**src/rtl/decode_stage_if.sv**
```systemverilog
// Decode stage bus: fetch-side request, flush, and the registered decoded
// instruction presented to execute.
//
// Handshake: a transfer happens on a rising clk edge when in_valid && in_ready.
// in_ready = !out_valid || out_ready. The decoded result is held stable while
// out_valid && !out_ready, and consumed by execute when out_valid && out_ready.
interface decode_stage_if #(
  parameter int XLEN = 64
);
  logic            in_valid;
  logic            in_ready;
  logic [XLEN-1:0] in_pc;
  logic [31:0]     in_instr;
  logic            flush;
  logic            out_valid;
  logic            out_ready;
  logic [XLEN-1:0] pc;
  logic [4:0]      rd;
  logic [4:0]      rs1;
  logic [4:0]      rs2;
  logic [2:0]      funct3;
  logic [XLEN-1:0] imm;
  logic [4:0]      alu_op;
  logic            use_imm;
  logic            use_pc;
  logic            word_op;
  logic            reg_write_enable;
  logic            mem_read;
  logic            mem_write;
  logic            is_branch;
  logic            jump;
  logic            jalr;
  logic            illegal;

  // Fetch/execute side of the stage
  modport master (
    output in_valid, in_pc, in_instr, flush, out_ready,
    input  in_ready, out_valid, pc, rd, rs1, rs2, funct3, imm, alu_op,
           use_imm, use_pc, word_op, reg_write_enable, mem_read, mem_write,
           is_branch, jump, jalr, illegal
  );

  // The decode stage itself
  modport slave (
    input  in_valid, in_pc, in_instr, flush, out_ready,
    output in_ready, out_valid, pc, rd, rs1, rs2, funct3, imm, alu_op,
           use_imm, use_pc, word_op, reg_write_enable, mem_read, mem_write,
           is_branch, jump, jalr, illegal
  );
endinterface

```
**src/rtl/decode_stage.sv**
```systemverilog
// RV32I/RV64I (+ optional M) instruction decode stage. Decodes the incoming
// word combinationally and registers one decoded instruction per transfer.
module decode_stage #(
  parameter int XLEN = 64,
  parameter bit EN_M = 1'b0
) (
  input logic           clk,
  input logic           resetn,
  decode_stage_if.slave bus
);

  typedef enum logic [4:0] {
    ALU_NOP = 5'd0,  ALU_ADD = 5'd1,  ALU_SUB = 5'd2,  ALU_AND = 5'd3,
    ALU_OR  = 5'd4,  ALU_XOR = 5'd5,  ALU_SLL = 5'd6,  ALU_SRL = 5'd7,
    ALU_SRA = 5'd8,  ALU_SLT = 5'd9,  ALU_SLTU = 5'd10, ALU_MUL = 5'd11
  } alu_op_e;

  localparam logic [6:0] OPC_LOAD     = 7'b0000011;
  localparam logic [6:0] OPC_MISC_MEM = 7'b0001111;
  localparam logic [6:0] OPC_OP_IMM   = 7'b0010011;
  localparam logic [6:0] OPC_AUIPC    = 7'b0010111;
  localparam logic [6:0] OPC_OP_IMM32 = 7'b0011011;
  localparam logic [6:0] OPC_STORE    = 7'b0100011;
  localparam logic [6:0] OPC_OP       = 7'b0110011;
  localparam logic [6:0] OPC_LUI      = 7'b0110111;
  localparam logic [6:0] OPC_OP32     = 7'b0111011;
  localparam logic [6:0] OPC_BRANCH   = 7'b1100011;
  localparam logic [6:0] OPC_JALR     = 7'b1100111;
  localparam logic [6:0] OPC_JAL      = 7'b1101111;
  localparam logic [6:0] OPC_SYSTEM   = 7'b1110011;

  localparam bit IS_RV32 = (XLEN == 32);

  typedef struct packed {
    logic [XLEN-1:0] pc;
    logic [4:0]      rd;
    logic [4:0]      rs1;
    logic [4:0]      rs2;
    logic [2:0]      funct3;
    logic [XLEN-1:0] imm;
    logic [4:0]      alu_op;
    logic            use_imm;
    logic            use_pc;
    logic            word_op;
    logic            reg_write_enable;
    logic            mem_read;
    logic            mem_write;
    logic            is_branch;
    logic            jump;
    logic            jalr;
    logic            illegal;
  } dec_t;

  logic [31:0]     instr;
  logic [6:0]      opcode;
  logic [2:0]      f3;
  logic [6:0]      f7;
  logic [XLEN-1:0] imm_i, imm_s, imm_b, imm_j, imm_u;
  logic [4:0]      m_op;
  logic            bad;
  logic            out_valid_q;
  logic            xfer;
  dec_t            d;
  dec_t            q;

  assign instr  = bus.in_instr;
  assign opcode = instr[6:0];
  assign f3     = instr[14:12];
  assign f7     = instr[31:25];

  // All immediates sign-extend from instr[31]
  assign imm_i = XLEN'($signed(instr[31:20]));
  assign imm_s = XLEN'($signed({instr[31:25], instr[11:7]}));
  assign imm_b = XLEN'($signed({instr[31], instr[7], instr[30:25], instr[11:8], 1'b0}));
  assign imm_j = XLEN'($signed({instr[31], instr[19:12], instr[20], instr[30:21], 1'b0}));
  assign imm_u = XLEN'($signed({instr[31:12], 12'b0}));

  // MUL..REMU codes follow funct3 order starting at MUL
  assign m_op = ALU_MUL + {2'b00, f3};

  // Base integer op for funct7=0 / OP-IMM, indexed by funct3
  function automatic logic [4:0] base_op(input logic [2:0] f);
    case (f)
      3'b000:  base_op = ALU_ADD;
      3'b001:  base_op = ALU_SLL;
      3'b010:  base_op = ALU_SLT;
      3'b011:  base_op = ALU_SLTU;
      3'b100:  base_op = ALU_XOR;
      3'b101:  base_op = ALU_SRL;
      3'b110:  base_op = ALU_OR;
      default: base_op = ALU_AND;
    endcase
  endfunction

  // Combinational decode of the word currently presented by fetch
  always_comb begin
    d        = '0;
    bad      = 1'b0;
    d.pc     = bus.in_pc;
    d.rd     = instr[11:7];
    d.rs1    = instr[19:15];
    d.rs2    = instr[24:20];
    d.funct3 = f3;
    case (opcode)
      OPC_OP: begin
        d.reg_write_enable = 1'b1;
        if (f7 == 7'b0000001) begin
          if (EN_M) d.alu_op = m_op;
          else      bad = 1'b1;
        end else if (f7 == 7'b0000000) begin
          d.alu_op = base_op(f3);
        end else if (f7 == 7'b0100000 && f3 == 3'b000) begin
          d.alu_op = ALU_SUB;
        end else if (f7 == 7'b0100000 && f3 == 3'b101) begin
          d.alu_op = ALU_SRA;
        end else begin
          bad = 1'b1;
        end
      end
      OPC_OP_IMM: begin
        d.use_imm          = 1'b1;
        d.reg_write_enable = 1'b1;
        d.imm              = imm_i;
        d.alu_op           = base_op(f3);
        if (f3 == 3'b101 && instr[30]) d.alu_op = ALU_SRA;
        // RV32 shift amounts are only 5 bits wide
        if ((f3 == 3'b001 || f3 == 3'b101) && IS_RV32 && instr[25]) bad = 1'b1;
      end
      OPC_OP32: begin
        d.word_op          = 1'b1;
        d.reg_write_enable = 1'b1;
        if (IS_RV32) bad = 1'b1;
        if (f7 == 7'b0000000 && f3 == 3'b000)      d.alu_op = ALU_ADD;
        else if (f7 == 7'b0000000 && f3 == 3'b001) d.alu_op = ALU_SLL;
        else if (f7 == 7'b0000000 && f3 == 3'b101) d.alu_op = ALU_SRL;
        else if (f7 == 7'b0100000 && f3 == 3'b000) d.alu_op = ALU_SUB;
        else if (f7 == 7'b0100000 && f3 == 3'b101) d.alu_op = ALU_SRA;
        else if (f7 == 7'b0000001 && EN_M && (f3 == 3'b000 || f3[2])) d.alu_op = m_op;
        else bad = 1'b1;
      end
      OPC_OP_IMM32: begin
        d.word_op          = 1'b1;
        d.use_imm          = 1'b1;
        d.reg_write_enable = 1'b1;
        d.imm              = imm_i;
        if (IS_RV32) bad = 1'b1;
        case (f3)
          3'b000:  d.alu_op = ALU_ADD;
          3'b001:  d.alu_op = ALU_SLL;
          3'b101:  d.alu_op = instr[30] ? ALU_SRA : ALU_SRL;
          default: bad = 1'b1;
        endcase
      end
      OPC_LOAD: begin
        d.alu_op           = ALU_ADD;
        d.use_imm          = 1'b1;
        d.mem_read         = 1'b1;
        d.reg_write_enable = 1'b1;
        d.imm              = imm_i;
        if (f3 == 3'b111 || (IS_RV32 && (f3 == 3'b011 || f3 == 3'b110))) bad = 1'b1;
      end
      OPC_STORE: begin
        d.alu_op    = ALU_ADD;
        d.use_imm   = 1'b1;
        d.mem_write = 1'b1;
        d.imm       = imm_s;
        if (f3[2] || (IS_RV32 && f3 == 3'b011)) bad = 1'b1;
      end
      OPC_BRANCH: begin
        d.alu_op    = ALU_SUB;
        d.is_branch = 1'b1;
        d.imm       = imm_b;
        if (f3 == 3'b010 || f3 == 3'b011) bad = 1'b1;
      end
      OPC_LUI: begin
        d.alu_op           = ALU_ADD;
        d.use_imm          = 1'b1;
        d.reg_write_enable = 1'b1;
        d.imm              = imm_u;
        d.rs1              = 5'd0;
      end
      OPC_AUIPC: begin
        d.alu_op           = ALU_ADD;
        d.use_imm          = 1'b1;
        d.use_pc           = 1'b1;
        d.reg_write_enable = 1'b1;
        d.imm              = imm_u;
      end
      OPC_JAL: begin
        d.alu_op           = ALU_ADD;
        d.jump             = 1'b1;
        d.use_pc           = 1'b1;
        d.reg_write_enable = 1'b1;
        d.imm              = imm_j;
      end
      OPC_JALR: begin
        d.alu_op           = ALU_ADD;
        d.jump             = 1'b1;
        d.jalr             = 1'b1;
        d.use_imm          = 1'b1;
        d.reg_write_enable = 1'b1;
        d.imm              = imm_i;
      end
      OPC_MISC_MEM, OPC_SYSTEM: begin
        d.imm = imm_i;
      end
      default: bad = 1'b1;
    endcase
    if (instr[1:0] != 2'b11) bad = 1'b1;
    // Illegal words keep pc/fields but must not do anything downstream
    if (bad) begin
      d.alu_op           = ALU_NOP;
      d.use_imm          = 1'b0;
      d.use_pc           = 1'b0;
      d.word_op          = 1'b0;
      d.reg_write_enable = 1'b0;
      d.mem_read         = 1'b0;
      d.mem_write        = 1'b0;
      d.is_branch        = 1'b0;
      d.jump             = 1'b0;
      d.jalr             = 1'b0;
    end
    d.illegal = bad;
    if (d.rd == 5'd0) d.reg_write_enable = 1'b0;
  end

  assign bus.in_ready = !out_valid_q || bus.out_ready;
  assign xfer         = bus.in_valid && bus.in_ready;

  // Output register: flush beats a transfer, a stall holds everything
  always_ff @(posedge clk or negedge resetn) begin
    if (!resetn) begin
      q           <= '0;
      out_valid_q <= 1'b0;
    end else if (bus.flush) begin
      out_valid_q        <= 1'b0;
      q.reg_write_enable <= 1'b0;
      q.mem_read         <= 1'b0;
      q.mem_write        <= 1'b0;
      q.is_branch        <= 1'b0;
      q.jump             <= 1'b0;
      q.jalr             <= 1'b0;
      q.illegal          <= 1'b0;
    end else if (xfer) begin
      q           <= d;
      out_valid_q <= 1'b1;
    end else if (bus.out_ready) begin
      out_valid_q <= 1'b0;
    end
  end

  assign bus.out_valid        = out_valid_q;
  assign bus.pc               = q.pc;
  assign bus.rd               = q.rd;
  assign bus.rs1              = q.rs1;
  assign bus.rs2              = q.rs2;
  assign bus.funct3           = q.funct3;
  assign bus.imm              = q.imm;
  assign bus.alu_op           = q.alu_op;
  assign bus.use_imm          = q.use_imm;
  assign bus.use_pc           = q.use_pc;
  assign bus.word_op          = q.word_op;
  assign bus.reg_write_enable = q.reg_write_enable;
  assign bus.mem_read         = q.mem_read;
  assign bus.mem_write        = q.mem_write;
  assign bus.is_branch        = q.is_branch;
  assign bus.jump             = q.jump;
  assign bus.jalr             = q.jalr;
  assign bus.illegal          = q.illegal;

endmodule
```
**src/flat_wrapper.sv**
```systemverilog
// flat-port wrapper written by rule: the top's interface ports become plain ports
module decode_stage_flat 
#(
  parameter int XLEN = 64,
  parameter bit EN_M = 1'b0
)
  (clk, resetn, bus_in_valid, bus_in_pc, bus_in_instr, bus_flush, bus_out_ready, bus_in_ready, bus_out_valid, bus_pc, bus_rd, bus_rs1, bus_rs2, bus_funct3, bus_imm, bus_alu_op, bus_use_imm, bus_use_pc, bus_word_op, bus_reg_write_enable, bus_mem_read, bus_mem_write, bus_is_branch, bus_jump, bus_jalr, bus_illegal);
  decode_stage_if #(.XLEN(XLEN)) bus_i ();
  input logic clk;
  input logic resetn;
  input wire logic [$bits(bus_i.in_valid)-1:0] bus_in_valid;
  input wire logic [$bits(bus_i.in_pc)-1:0] bus_in_pc;
  input wire logic [$bits(bus_i.in_instr)-1:0] bus_in_instr;
  input wire logic [$bits(bus_i.flush)-1:0] bus_flush;
  input wire logic [$bits(bus_i.out_ready)-1:0] bus_out_ready;
  output wire logic [$bits(bus_i.in_ready)-1:0] bus_in_ready;
  output wire logic [$bits(bus_i.out_valid)-1:0] bus_out_valid;
  output wire logic [$bits(bus_i.pc)-1:0] bus_pc;
  output wire logic [$bits(bus_i.rd)-1:0] bus_rd;
  output wire logic [$bits(bus_i.rs1)-1:0] bus_rs1;
  output wire logic [$bits(bus_i.rs2)-1:0] bus_rs2;
  output wire logic [$bits(bus_i.funct3)-1:0] bus_funct3;
  output wire logic [$bits(bus_i.imm)-1:0] bus_imm;
  output wire logic [$bits(bus_i.alu_op)-1:0] bus_alu_op;
  output wire logic [$bits(bus_i.use_imm)-1:0] bus_use_imm;
  output wire logic [$bits(bus_i.use_pc)-1:0] bus_use_pc;
  output wire logic [$bits(bus_i.word_op)-1:0] bus_word_op;
  output wire logic [$bits(bus_i.reg_write_enable)-1:0] bus_reg_write_enable;
  output wire logic [$bits(bus_i.mem_read)-1:0] bus_mem_read;
  output wire logic [$bits(bus_i.mem_write)-1:0] bus_mem_write;
  output wire logic [$bits(bus_i.is_branch)-1:0] bus_is_branch;
  output wire logic [$bits(bus_i.jump)-1:0] bus_jump;
  output wire logic [$bits(bus_i.jalr)-1:0] bus_jalr;
  output wire logic [$bits(bus_i.illegal)-1:0] bus_illegal;
  assign bus_i.in_valid = bus_in_valid;
  assign bus_i.in_pc = bus_in_pc;
  assign bus_i.in_instr = bus_in_instr;
  assign bus_i.flush = bus_flush;
  assign bus_i.out_ready = bus_out_ready;
  assign bus_in_ready = bus_i.in_ready;
  assign bus_out_valid = bus_i.out_valid;
  assign bus_pc = bus_i.pc;
  assign bus_rd = bus_i.rd;
  assign bus_rs1 = bus_i.rs1;
  assign bus_rs2 = bus_i.rs2;
  assign bus_funct3 = bus_i.funct3;
  assign bus_imm = bus_i.imm;
  assign bus_alu_op = bus_i.alu_op;
  assign bus_use_imm = bus_i.use_imm;
  assign bus_use_pc = bus_i.use_pc;
  assign bus_word_op = bus_i.word_op;
  assign bus_reg_write_enable = bus_i.reg_write_enable;
  assign bus_mem_read = bus_i.mem_read;
  assign bus_mem_write = bus_i.mem_write;
  assign bus_is_branch = bus_i.is_branch;
  assign bus_jump = bus_i.jump;
  assign bus_jalr = bus_i.jalr;
  assign bus_illegal = bus_i.illegal;
  decode_stage #(.XLEN(XLEN), .EN_M(EN_M)) u_core (.clk(clk), .resetn(resetn), .bus(bus_i));
endmodule
```
**config.mk**
```make
export PLATFORM = sky130hd
export DESIGN_NAME = decode_stage_flat
export DESIGN_NICKNAME = d
export VERILOG_FILES = /design/src/rtl/decode_stage_if.sv /design/src/rtl/decode_stage.sv /design/src/flat_wrapper.sv
export SDC_FILE = /design/constraint.sdc
export NUM_CORES = 1
export LEC_CHECK = 0
export CAP_MARGIN = 25
export CORE_MARGIN = 2
export CORE_UTILIZATION = 42
export DETAILED_ROUTE_END_ITERATION = 12
export PLACE_DENSITY_LB_ADDON = 0.3
export SLEW_MARGIN = 20
export SYNTH_ARGS = -nofsm -noshare
export SYNTH_HDL_FRONTEND = slang
export SYNTH_SLANG_ARGS = --single-unit
```
**constraint.sdc**
```tcl
create_clock -name clk -period 2.2 [get_ports clk]
set_clock_uncertainty 0.2 [all_clocks]
set_input_delay 0.22 -clock clk [delete_from_list [all_inputs] [get_ports clk]]
set_output_delay 0.22 -clock clk [all_outputs]
set_load 0.01 [all_outputs]
```
# After elaboration in Yosys (flattened, before gate mapping)

Cells that the tools add are included.

Output and inout bits: 163
Bits in registers: 162

Equality and inequality tests: 23
Multiplexer cells: 43
Reductions and logical operators: 26
Bitwise logic cells: 1

Operators with widths:

| operator                                                        | count |
|---|---|
| 64-bit case mux with 5 select lines                             | 1 |
| 5-bit 2-to-1 mux                                                | 8 |
| 7-bit by 6-bit == test with 1-bit output, second input constant | 5 |
| 5-bit case mux with 6 select lines                              | 1 |
| 7-bit == test, second input constant                            | 4 |
| 4-bit case mux with 7 select lines                              | 1 |
| 1-bit 2-to-1 mux                                                | 25 |
| 7-bit by 5-bit == test with 1-bit output, second input constant | 3 |
| 5-bit case mux with 3 select lines                              | 1 |
| 14-bit 2-to-1 mux                                               | 1 |
| 7-bit 2-to-1 mux                                                | 2 |
| 7-bit OR reduction                                              | 2 |
| 3-bit == test, second input constant                            | 4 |
| 6-bit OR reduction                                              | 2 |
| 9-bit OR reduction                                              | 1 |
| 4-bit 2-to-1 mux                                                | 2 |
| 2-bit OR reduction                                              | 4 |
| 7-bit by 1-bit == test with 1-bit output, second input constant | 1 |
| 7-bit by 2-bit == test with 1-bit output, second input constant | 1 |
| 7-bit by 4-bit == test with 1-bit output, second input constant | 1 |
| 1-bit logical AND                                               | 7 |
| 7-bit zero test                                                 | 1 |
| 1-bit case mux with 7 select lines                              | 1 |
| 3-bit by 2-bit == test with 1-bit output, second input constant | 2 |
| other kinds (11)                                                | 12 |

# Longest topological paths before layout

Gate-level depths: netlist (run 1).

Word-level depth: 13
Mapped depth: 9
Gate-level depth less buffers: 6

# Worst setup path after synthesis (run 1)

No wires, ideal clock.

Kind: register to register
From: register u_core.out_valid_q, in the netlist u_core.bus.out_valid
To: register u_core.q, in the netlist u_core.bus.use_imm
Data required time: 1.932 ns
Arrival time: 1.584 ns
Buffers on the path: 1
Cell stages (with the launch flop): 8
Path slack: 0.348 ns
Path through: dfrtp_1 > nand2b_1 > nand3b_1 > buf_2 > nor2_1 > nand2_1 > nor2_4 > a32o_1

Cells in the longest elaborated chain, start to end: 4

Ends and longest elaborated chain:

| element                              | RTL line            | source |
|---|---|---|
| start, declared                      | decode_stage.sv:61  | `logic out_valid_q;` |
| start signal, assigned               | decode_stage.sv:234 | `out_valid_q <= 1'b0;` |
| start signal, assigned               | decode_stage.sv:236 | `out_valid_q <= 1'b0;` |
| start signal, assigned               | decode_stage.sv:246 | `out_valid_q <= 1'b1;` |
| 1-bit zero test                      | decode_stage.sv:227 | `assign bus.in_ready = !out_valid_q \|\| bus.out_ready;` |
| 1-bit logical OR                     | decode_stage.sv:227 |  |
| named net bus_in_ready               | flat_wrapper.sv:16  | `output wire logic [$bits(bus_i.in_ready)-1:0] bus_in_ready;` |
| 1-bit logical AND                    | decode_stage.sv:228 | `assign xfer = bus.in_valid && bus.in_ready;` |
| 2-bit AND reduction (no source line) | --                  |  |
| end, declared                        | decode_stage.sv:64  | `dec_t q;` |

The timed path passes the listed nets, and every way through them passes these cells.
A chain may end at the register's enable or synchronous reset.

==> results by group, run 1 <==
Place
  • Buffers added on ports: 262
  • GPL Wtd Cong: 0.915
  • Area of placed instances: 0.00908 mm^2
  • Post-DP HPWL: 13.8 mm

Critical path
  • CP top delay family: buffers and inverters
  • CP max FO: 34
  • Delay of the slowest critical-path stage: 0.61 ns
  • WP buf/inv: 2
  • Critical Path RT: 1.78 ns
  • Critical Path AT: 1.63 ns
  • CP Launch Type: register
  • Crit path cell chain: buf_4, clkdlybuf4s50_1
  • Critical-path top delay cell: clkdlybuf4s50_1
  • Crit path kind: reg -> out
  • Crit path capture type: primary output

Timing
  • Fmax: 0.488 GHz
  • Fin Hold WS: 0.112 ns
  • Rel. slew slack: 0.598
  • Unrepaired setup endpoints after global routing: no
  • Fin. max-slew vios: 0
  • Worst Tran Pin Value: 0.604 ns
  • Post-route minimum period: 2.05 ns
  • Final Hold Fails: 0
  • Endpoints failing setup: 0
  • Setup TNS: 0 ns
  • Period utilisation layout: 0.932

Clock tree
  • Post-cts repair resize count: 0
  • Skew-Pair Late Insertion Delay: 0.42 ns
  • CTS tree: done
  • Post-CTS Setup Inserts: 0
  • Clk sinks: 129
  • Clk buf depth: 2
  • H-tree levels: 4
  • CTS buffer count: 17
  • Hold_buf cts: 1
  • CTS Root Cell: clkbuf_16
  • CTS clk-pin slew, worst paths: 0.06 ns

Finish
  • Final Net Count: 1,069
  • Post-route design area: 0.00970 mm^2
  • Area growth from synthesis to layout: 60.9%
  • Diode count: 0
  • Fill cell count: 1,089
  • Layout cells sized above 1: 0.125
  • Post-layout util: 0.696

Global routing
  • Grt met2 use: 0.415
  • Busiest grt layer: met2
  • Met1 GRT Util: 0.303
  • First-pass GRT wire length: 29.4 mm
  • Vias in the first global route: 5,703
  • Overall Global Routing Usage: 0.253
  • Largest net degree at the start of global routing: 60
  • Initial antenna violation count: 0
  • Congestion Overflow GR: 0
  • Met3 Resource Use GR: 0.104

Routing
  • Routed vias/inst: 5.01
  • # DRC: 0
  • Vias: 5,811
  • DR pass1 iterations: 6
  • Routed length per placed instance: 16.3 um
  • Remaining antenna violation count: 0
  • WL final: 18.9 mm
  • Initial DRC count: 381

Synthesis
  • Async set-reset flop share out of synthesis: 1.00
  • #FFs+latches synth: 129
  • Netlist cell types: 58
  • Top FF cell, synth: dfrtp_1
  • Syn_nets: 786
  • Syn Std Cell Area: 0.00603 mm^2
  • Synth Instances: 685
  • Yosys warns: 0
  • Post-synth EDFFs: 0
  • Mean Syn Cell Area: 8.80 um^2
  • Post-synthesis sequential area ratio: 0.535

Floorplan
  • Die H: 124 um
  • Initial Util: 0.433
  • Core area: 0.0139 mm^2
  • Row count: 43
  • Die width: 124 um
  • Num ports: 264
  • Die area: 0.0153 mm^2

Power and ir drop
  • PD cells: 746 mW/mm^2
  • Max VDD drop: 0.590 mV
  • Leakage: 4.42 nW

Min path
  • HP Class: in -> async

Job
  • Max_cap viols: 0

Outcome
  • Status: completed
[routing by layer]
metal / share of wire / vias up
li1: - / 2805
met1: 0.40 / 2746
met2: 0.48 / 233
met3: 0.11 / 27
met4: 0.018 / 0
met5: 0 / -
[through the flow]
stage	total power [W]	worst slack [ns]	cells
after floorplan	0.00339	0.348	685
after global placement	0.00437	-0.207	1128
after detailed placement	0.00440	-0.211	1128
after CTS	0.00731	0.115	1161
after global routing	0.00758	0.0259	1161
final	0.00723	0.150	1161
[cells by family (layout without fill, tap and decap cells)]
logic type | count (synthesis) | count (layout) | synth area share
buf+inv | 79 | 375 | 0.0774
fa+ha+maj | 1 | 1 | 0.00166
xor+xnor | 1 | 1 | 0.00145
simple gates | 351 | 351 | 0.244
compound gates | 121 | 121 | 0.136
mux | 2 | 2 | 0.00332
flops | 129 | 129 | 0.535
other cells | 1 | 1 | 0.000622
[cell type report]
cell class                      count  area [um^2]  share of cell area
Multi-Input combinational cell    477         2340               0.241
Clock inverter                     13          161              0.0166
Sequential cell                   129         3230               0.333
Timing Repair Buffer              338         3280               0.338
Inverter                            5         18.8             0.00194
Tap cell                          180          225              0.0232
Clock buffer                       19          443              0.0457
[cell usage after synthesis, drive strengths merged (3+ instances only)]
cell | number | area (um^2)
a21oi | 37 | 200
a22o | 17 | 149
a22oi | 6 | 45.0
a31oi | 5 | 46.3
a32o | 3 | 30.0
and2 | 3 | 18.8
buf | 53 | 369
clkbuf | 21 | 78.8
dfrtp | 129 | 3230
inv | 5 | 18.8
nand2 | 282 | 1060
nand2b | 4 | 32.5
nand3 | 5 | 30.0
nand4b | 4 | 35.0
nor2 | 31 | 124
nor3 | 5 | 36.3
nor4 | 4 | 40.0
o211ai | 4 | 30.0
o21ai | 33 | 173
[worst paths after layout]
path | start | end | slack [ns] | cells past startpoint
max | u_core.bus.imm[62] | bus_imm[47] | 0.15 | 2
max reg2reg | u_core.bus.out_valid | u_core.bus.use_imm | 0.44 | 7
min reg2reg | u_core.bus.funct3[0] | u_core.bus.funct3[0] | 0.27 | 2
min in group clk | bus_in_pc[42] | u_core.bus.pc[42] | 0.12 | 3
max in group asynchronous | resetn | u_core.bus.pc[62] | 1.07 | 3
min | resetn | u_core.bus.pc[30] | 0.11 | 2
[placed cells by master (no fill, tap or decap), types with 2 or more instances in the layout]
cell type / n
nand2_1: 281
clkdlybuf4s50_1: 261
dfrtp_1: 129
buf_4: 69
a21oi_1: 35
nor2_1: 29
o21ai_0: 20
a22o_1: 17
clkbuf_16: 17
o21ai_1: 11
buf_12: 7
a22oi_1: 6
inv_1: 5
nor3_1: 4
a31oi_1: 4
nand3_1: 4
nand4b_1: 4
o211ai_1: 4
clkinvlp_4: 4
nand2b_1: 3
and2_1: 3
nor4_1: 3
a32o_1: 3
clkinv_2: 3
bufinv_16: 3
and3b_1: 2
mux2i_1: 2
or2_1: 2
o21ai_2: 2
nand3b_1: 2
nor2_4: 2
nand4_1: 2
o2111ai_1: 2
nor2b_1: 2
o22ai_1: 2
clkinv_4: 2
[sequential cells by signal, summed over array words and instances, names as in the netlist, 3 cells and up]
name               cells
u_core.bus.alu_op      4
u_core.bus.funct3      3
u_core.bus.imm        32
u_core.bus.pc         64
u_core.bus.rd          5
u_core.bus.rs1         5
u_core.bus.rs2         5
[where the power goes]
part	total (W)	switching, W	leakage [nW]	internal [W]
Combinational	0.00159	0.000714	2.49	0.000879
Clock	0.00287	0.00106	0.285	0.00181
Sequential	0.00277	0.000140	1.65	0.00263
Total	0.00723	0.00191	4.42	0.00532
No activity file was read; power rests on OpenSTA's default activity.
==> inputs of run 2 (changes only) <==
CAP_MARGIN = unset   (was 25)
==> results of run 2 <==
Final layout, timing and power as in run 1 (identical DEF).
==> edit 1, RTL diff (config.mk and constraints of run 1) <==
`XLEN` is set to 64 in 3 places; all go to 128.
--- a/src/rtl/decode_stage_if.sv
+++ b/src/rtl/decode_stage_if.sv
@@ -6,5 +6,5 @@
 // out_valid && !out_ready, and consumed by execute when out_valid && out_ready.
 interface decode_stage_if #(
-  parameter int XLEN = 64
+  parameter int XLEN = 128
 );
   logic            in_valid;
--- a/src/rtl/decode_stage.sv
+++ b/src/rtl/decode_stage.sv
@@ -2,5 +2,5 @@
 // word combinationally and registers one decoded instruction per transfer.
 module decode_stage #(
-  parameter int XLEN = 64,
+  parameter int XLEN = 128,
   parameter bit EN_M = 1'b0
 ) (
--- a/src/flat_wrapper.sv
+++ b/src/flat_wrapper.sv
@@ -2,5 +2,5 @@
 module decode_stage_flat 
 #(
-  parameter int XLEN = 64,
+  parameter int XLEN = 128,
   parameter bit EN_M = 1'b0
 )
Ports: changed (resized bus_imm, bus_in_pc and bus_pc); port bits go from 264 to 456. No check against the original RTL was run, so the function may have changed too.
==> edit 1 against run 1 <==
- die area up 44%
- total power is 41% higher
- area after synthesis grew 46%
- register-to-register slack worse by 0.24 ns
- utilization decreased by 0.071 points
- sequential power rose by 53%
- design area is 46% higher
- routed wire length rose by 59%
- global-route usage increased by 1.4 points
- combinational power up 63%
- sequential share of layout area up 0.83 points
- worst setup slack worse by 0.090 ns
- count of clock-buffer cells in the layout decreased by 1
- sequential cell count grew 64
- largest power group is now sequential cells
==> edit 1: results (changes against run 1) <==
[setup_path]
critPathArrivalTime_ns=1.72  ; +0.09 ns
cpPeakStageDelay_ns=0.49  ; -0.12 ns

[layout]
fin_nets=1586  ; +48%
drive_gt1_share_pct=9.14  ; -3.4 points
largest_register_ff_count=128  ; +100%

[global_routing]
antenna_found_initial=2  ; +2
grt_pass1_vias=8072  ; +42%
grt_pass1_wl_um=45400  ; +55%
met3_usage_pct=5.52  ; -4.9 points
met1_usage_pct=30.8  ; +0.53 points
grtUsageTotal_pct=26.7  ; +1.4 points
met2_usage_pct=47.9  ; +6.4 points

[placed_design]
routabilityCongestion=0.882  ; -3.6%
place_inst=1670  ; +48%
io_buffers=454  ; +73%

[logic_synthesis]
syn_nets=1179  ; +50%
synth-compound-area-share_pct=7.17  ; -6.4 points
synthMuxAreaShare_pct=0.114  ; -0.22 points
synth_cell_type_count=60  ; +3.4%
synth_fa_ha_area_share_pct=0  ; -0.17 points
seq_area_frac_synth_pct=54.9  ; +1.4 points
synth_area_leaders=dfrtp_1 (55%), nand2_1 (21%), buf_4 (8.3%)
postSynthAreaPerCell_um2=8.67  ; -1.5%

[clocking]
clkTransAtPathRegs_ns=0.08  ; +0.02 ns

[pwr]
p_leak_nw=6.57  ; +48%
max-vdd-ir-drop_uv=482  ; -18%

[run_status]
status=finished clean

-- edit 1: changes by cell type in the layout (fill, tap and decap cells not counted), moves of 6 or more --
| cell | run 1 | this run |
|---|---|---|
| a21oi_1 | 35 | 19 |
| nor2_1 | 29 | 36 |
| o21ai_1 | 11 | 3 |
| clkdlybuf4s50_1 | 261 | 453 |
| nor2b_1 | 2 | 9 |
| o31ai_1 | 0 | 6 |
| nand2_1 | 281 | 488 |
| a22o_1 | 17 | 5 |
| dfrtp_1 | 129 | 192 |
| a221o_1 | 0 | 9 |
-- edit 1: final cells by class --
class,count,area [um^2]
Timing Repair Buffer,539,5320
Antenna cell,1,2.50
Tap cell,270,338
Clock inverter,14,215
Sequential cell,193,4830
Inverter,3,11.3
Multi-Input combinational cell,667,3000
Clock buffer,18,439
Fill cell,1577,6210
-- edit 1: path summary, 6_finish.rpt --
| kind | startpoint | endpoint | slack [ns] | cells past startpoint |
|---|---|---|---|---|
| min in group clk | bus_in_pc[25] | u_core.bus.pc[25] | 0.10 | 3 |
| max in group asynchronous | resetn | u_core.bus.pc[51] | 1.07 | 3 |
| worst min register to register | u_core.bus.rs1[4] | u_core.bus.rs1[4] | 0.27 | 2 |
| worst min-delay path | resetn | u_core.bus.rs2[1] | 0.09 | 2 |
| worst max register to register | u_core.bus.out_valid | u_core.bus.alu_op[1] | 0.20 | 6 |
| worst max-delay path | u_core.bus.out_valid | bus_in_ready | 0.06 | 4 |
-- edit 1: power breakdown --
group | switching [mW] | internal, mW
Clock | 1.57 | 1.80
Combinational | 1.16 | 1.43
Sequential | 0.241 | 3.99
Total | 2.97 | 7.22
-- edit 1: logic make-up (layout without fill, tap and decap cells) --
logic type / after synthesis / in the layout
multiplexers: 1 / 1
buffers and inverters: 154 / 574
XOR/XNOR: 3 / 3
other: 1 / 2
AO/OA/AOI/OAI: 87 / 87
flip-flops: 193 / 193
AND/OR/NAND/NOR: 575 / 575
-- edit 1: critical path, delay by kind of cell, from the launching register on --
family | cells | cell delay [ns]
simple gates | 1 | 0.24
buf+inv | 3 | 0.71
flops | 1 | 0.34
-- edit 1: through the flow --
step	cell area (um^2)	setup TNS [ns]	setup slack [ns]
3_5_place_dp	13500	-8.33	-0.288
5_1_grt	14200	0	0.00254
3_3_place_gp	13500	-5.23	-0.186
4_1_cts	14200	0	0.0372
6_report	14200	0	0.0597
2_1_floorplan	8790	0	0.251
-- edit 1: repair_timing --
| item | in CTS | in global routing |
|---|---|---|
| setup endpoints to repair | 84 | 0 |
| gates resized for setup | 2 | 0 |
| hold endpoints to repair | 193 | 0 |
| hold buffers | 1 | 0 |
-- edit 1: per-layer routing --
metal | wire length, um | share of wire [%]
met4 | 1210 | 4.0
met3 | 1950 | 6.5
met2 | 15900 | 53
met1 | 10900 | 36
met5 | 14 | 0.047
==> edit 2, RTL diff (settings of run 1) <==
Without the edit above. Make the reset (`resetn`) synchronous in one clocked block.
--- a/src/rtl/decode_stage.sv
+++ b/src/rtl/decode_stage.sv
@@ -229,5 +229,5 @@
 
   // Output register: flush beats a transfer, a stall holds everything
-  always_ff @(posedge clk or negedge resetn) begin
+  always_ff @(posedge clk) begin
     if (!resetn) begin
       q           <= '0;
Formal check against the unedited RTL: differs if resetn is asserted again (counterexample within 4 cycles, from zero or initial values and one cycle with resetn low); with resetn held inactive, the same outputs for 4 cycles.
==> edit 2 against run 1 <==
- area after synthesis decreased by 4.0%
- first-iteration DRC count decreased by 3.4%
- count of clock-buffer cells in the layout unchanged
- worst setup slack got worse by 0.083 ns
- total power decreased by 13%
- routed wire length increased by 2.5%
- synthesized cell count increased by 5.3%
- sequential power decreased by 12%
- design area decreased by 0.52%
- utilization increased by 2.7 points
- sequential cell count unchanged
- die area decreased by 3.9%
- critical endpoint is now u_core.bus.illegal
==> edit 2: results (changes against run 1) <==
[logic_synthesis]
seq_area_frac_synth_pct=44.6  ; -8.9 points
ys.flop_type=dfxtp_1
synth.cells.most_frequent=nand2_1 (205), dfxtp_1 (129), a21boi_0 (65), clkbuf_1 (47), a21oi_1 (34)
synthMuxAreaShare_pct=0.368  ; +0.036 points
syn-instance-count=721  ; +5.3%
syn-cell-area_um2=5790  ; -4.0%
synth_xor_xnor_area_share_pct=0.303  ; +0.16 points
synth_area_leaders=dfxtp_1 (45%), nand2_1 (13%), a21boi_0 (8.4%)
syn_nets=822  ; +4.6%
synth_fa_ha_area_share_pct=0  ; -0.17 points
synth-compound-area-share_pct=23.9  ; +10 points

[placed_design]
hpwl_um=14100  ; +2.1%
routabilityCongestion=0.944  ; +3.1%
pre_cts_ws_ns=-0.412  ; -0.202 ns
place_inst=1173  ; +4.0%

[layout]
num-nonclk-buffers=363  ; +7.4%
buf_share_pct=35.5  ; +1.6 points
fin_nets=1117  ; +4.5%
diodes=0  ; unchanged
clock_cell_area_share_pct=6.42  ; +0.19 points
inverters=7  ; +2
nFillCells=1050  ; -3.6%
seq_share_pct=26.8  ; -6.5 points
multiInputCombCellCount=498  ; +4.4%
drive_gt1_share_pct=14.5  ; +1.9 points
syn2layout_area_growth_pct=66.8

[global_routing]
grt_pass1_vias=5933  ; +4.0%
met2_usage_pct=43.5  ; +2.0 points
grt_max_degree=74  ; +23%
met3_usage_pct=7.85  ; -2.6 points
met1_usage_pct=31.5  ; +1.2 points
grtUsageTotal_pct=26.1  ; +0.82 points

[setup_path]
cp_slowest_cell=or4_4
crit_family=simple AND/OR/NAND/NOR gates
cpPeakStageDelay_ns=0.56  ; -0.05 ns
crit_path_max_fanout=6  ; -82%
timing.rr.start=u_core.bus.out_valid

[detailed_routing]
wl_met2_um=9230  ; +1.6%
wl_met3_um=1520  ; -24%
wirelength_met1_um=8080  ; +8.1%
dr.pass1.iters=5  ; -1
drt_iter0_markers=368  ; -3.4%
totalWireLength_um=19400  ; +2.5%
routed_via_density=5.06  ; +1.2%

[pwr]
clkPwrFrac_pct=46.4  ; +6.8 points
p_seq_share_pct=38.9  ; +0.6 points
p_int_mw=4.76  ; -10%
max-vdd-ir-drop_uv=449  ; -24%
total_power_mw=6.31  ; -13%
p_leak_nw=3.56  ; -20%

[clocking]
post_cts_buffers=0  ; unchanged
clkTransAtPathRegs_ns=0.06  ; about the same

[sta]
hold_slack_ns=0.105  ; -0.00644 ns

[run_status]
status=finished clean

edit 2: kinds of logic after synthesis:
kind of cell | count (synthesis)
muxes | 2
AOI/OAI and AO/OA | 200
other | 1
buffers and inverters | 94
DFF | 129
and+or+nand+nor | 293
xor gates and xnor gates | 2
edit 2: worst reg2reg max path, stage by stage (launching register included):
cell and delay, ns:
dfxtp_1 0.32, nand2b_1 0.08, and2_1 0.19, nand2b_4 0.11, a311oi_2 0.28, nand2_1 0.15
buf_4 0.20, o21ai_1 0.15
edit 2: how the worst max path moves through the flow:
stage	slack [ns]	end	cells past startpoint	startpoint
floorplan	0.15	u_core.bus.imm[11]	9	u_core.bus.out_valid
global placement	-0.44	u_core.bus.is_branch	10	bus_in_instr[5]
detailed placement	-0.41	u_core.bus.imm[25]	8	bus_in_instr[4]
CTS	0.001	u_core.bus.imm[26]	8	bus_in_instr[5]
global route	-0.03	u_core.bus.alu_op[0]	9	bus_in_instr[6]
finish	0.07	u_core.bus.illegal	8	bus_in_instr[26]
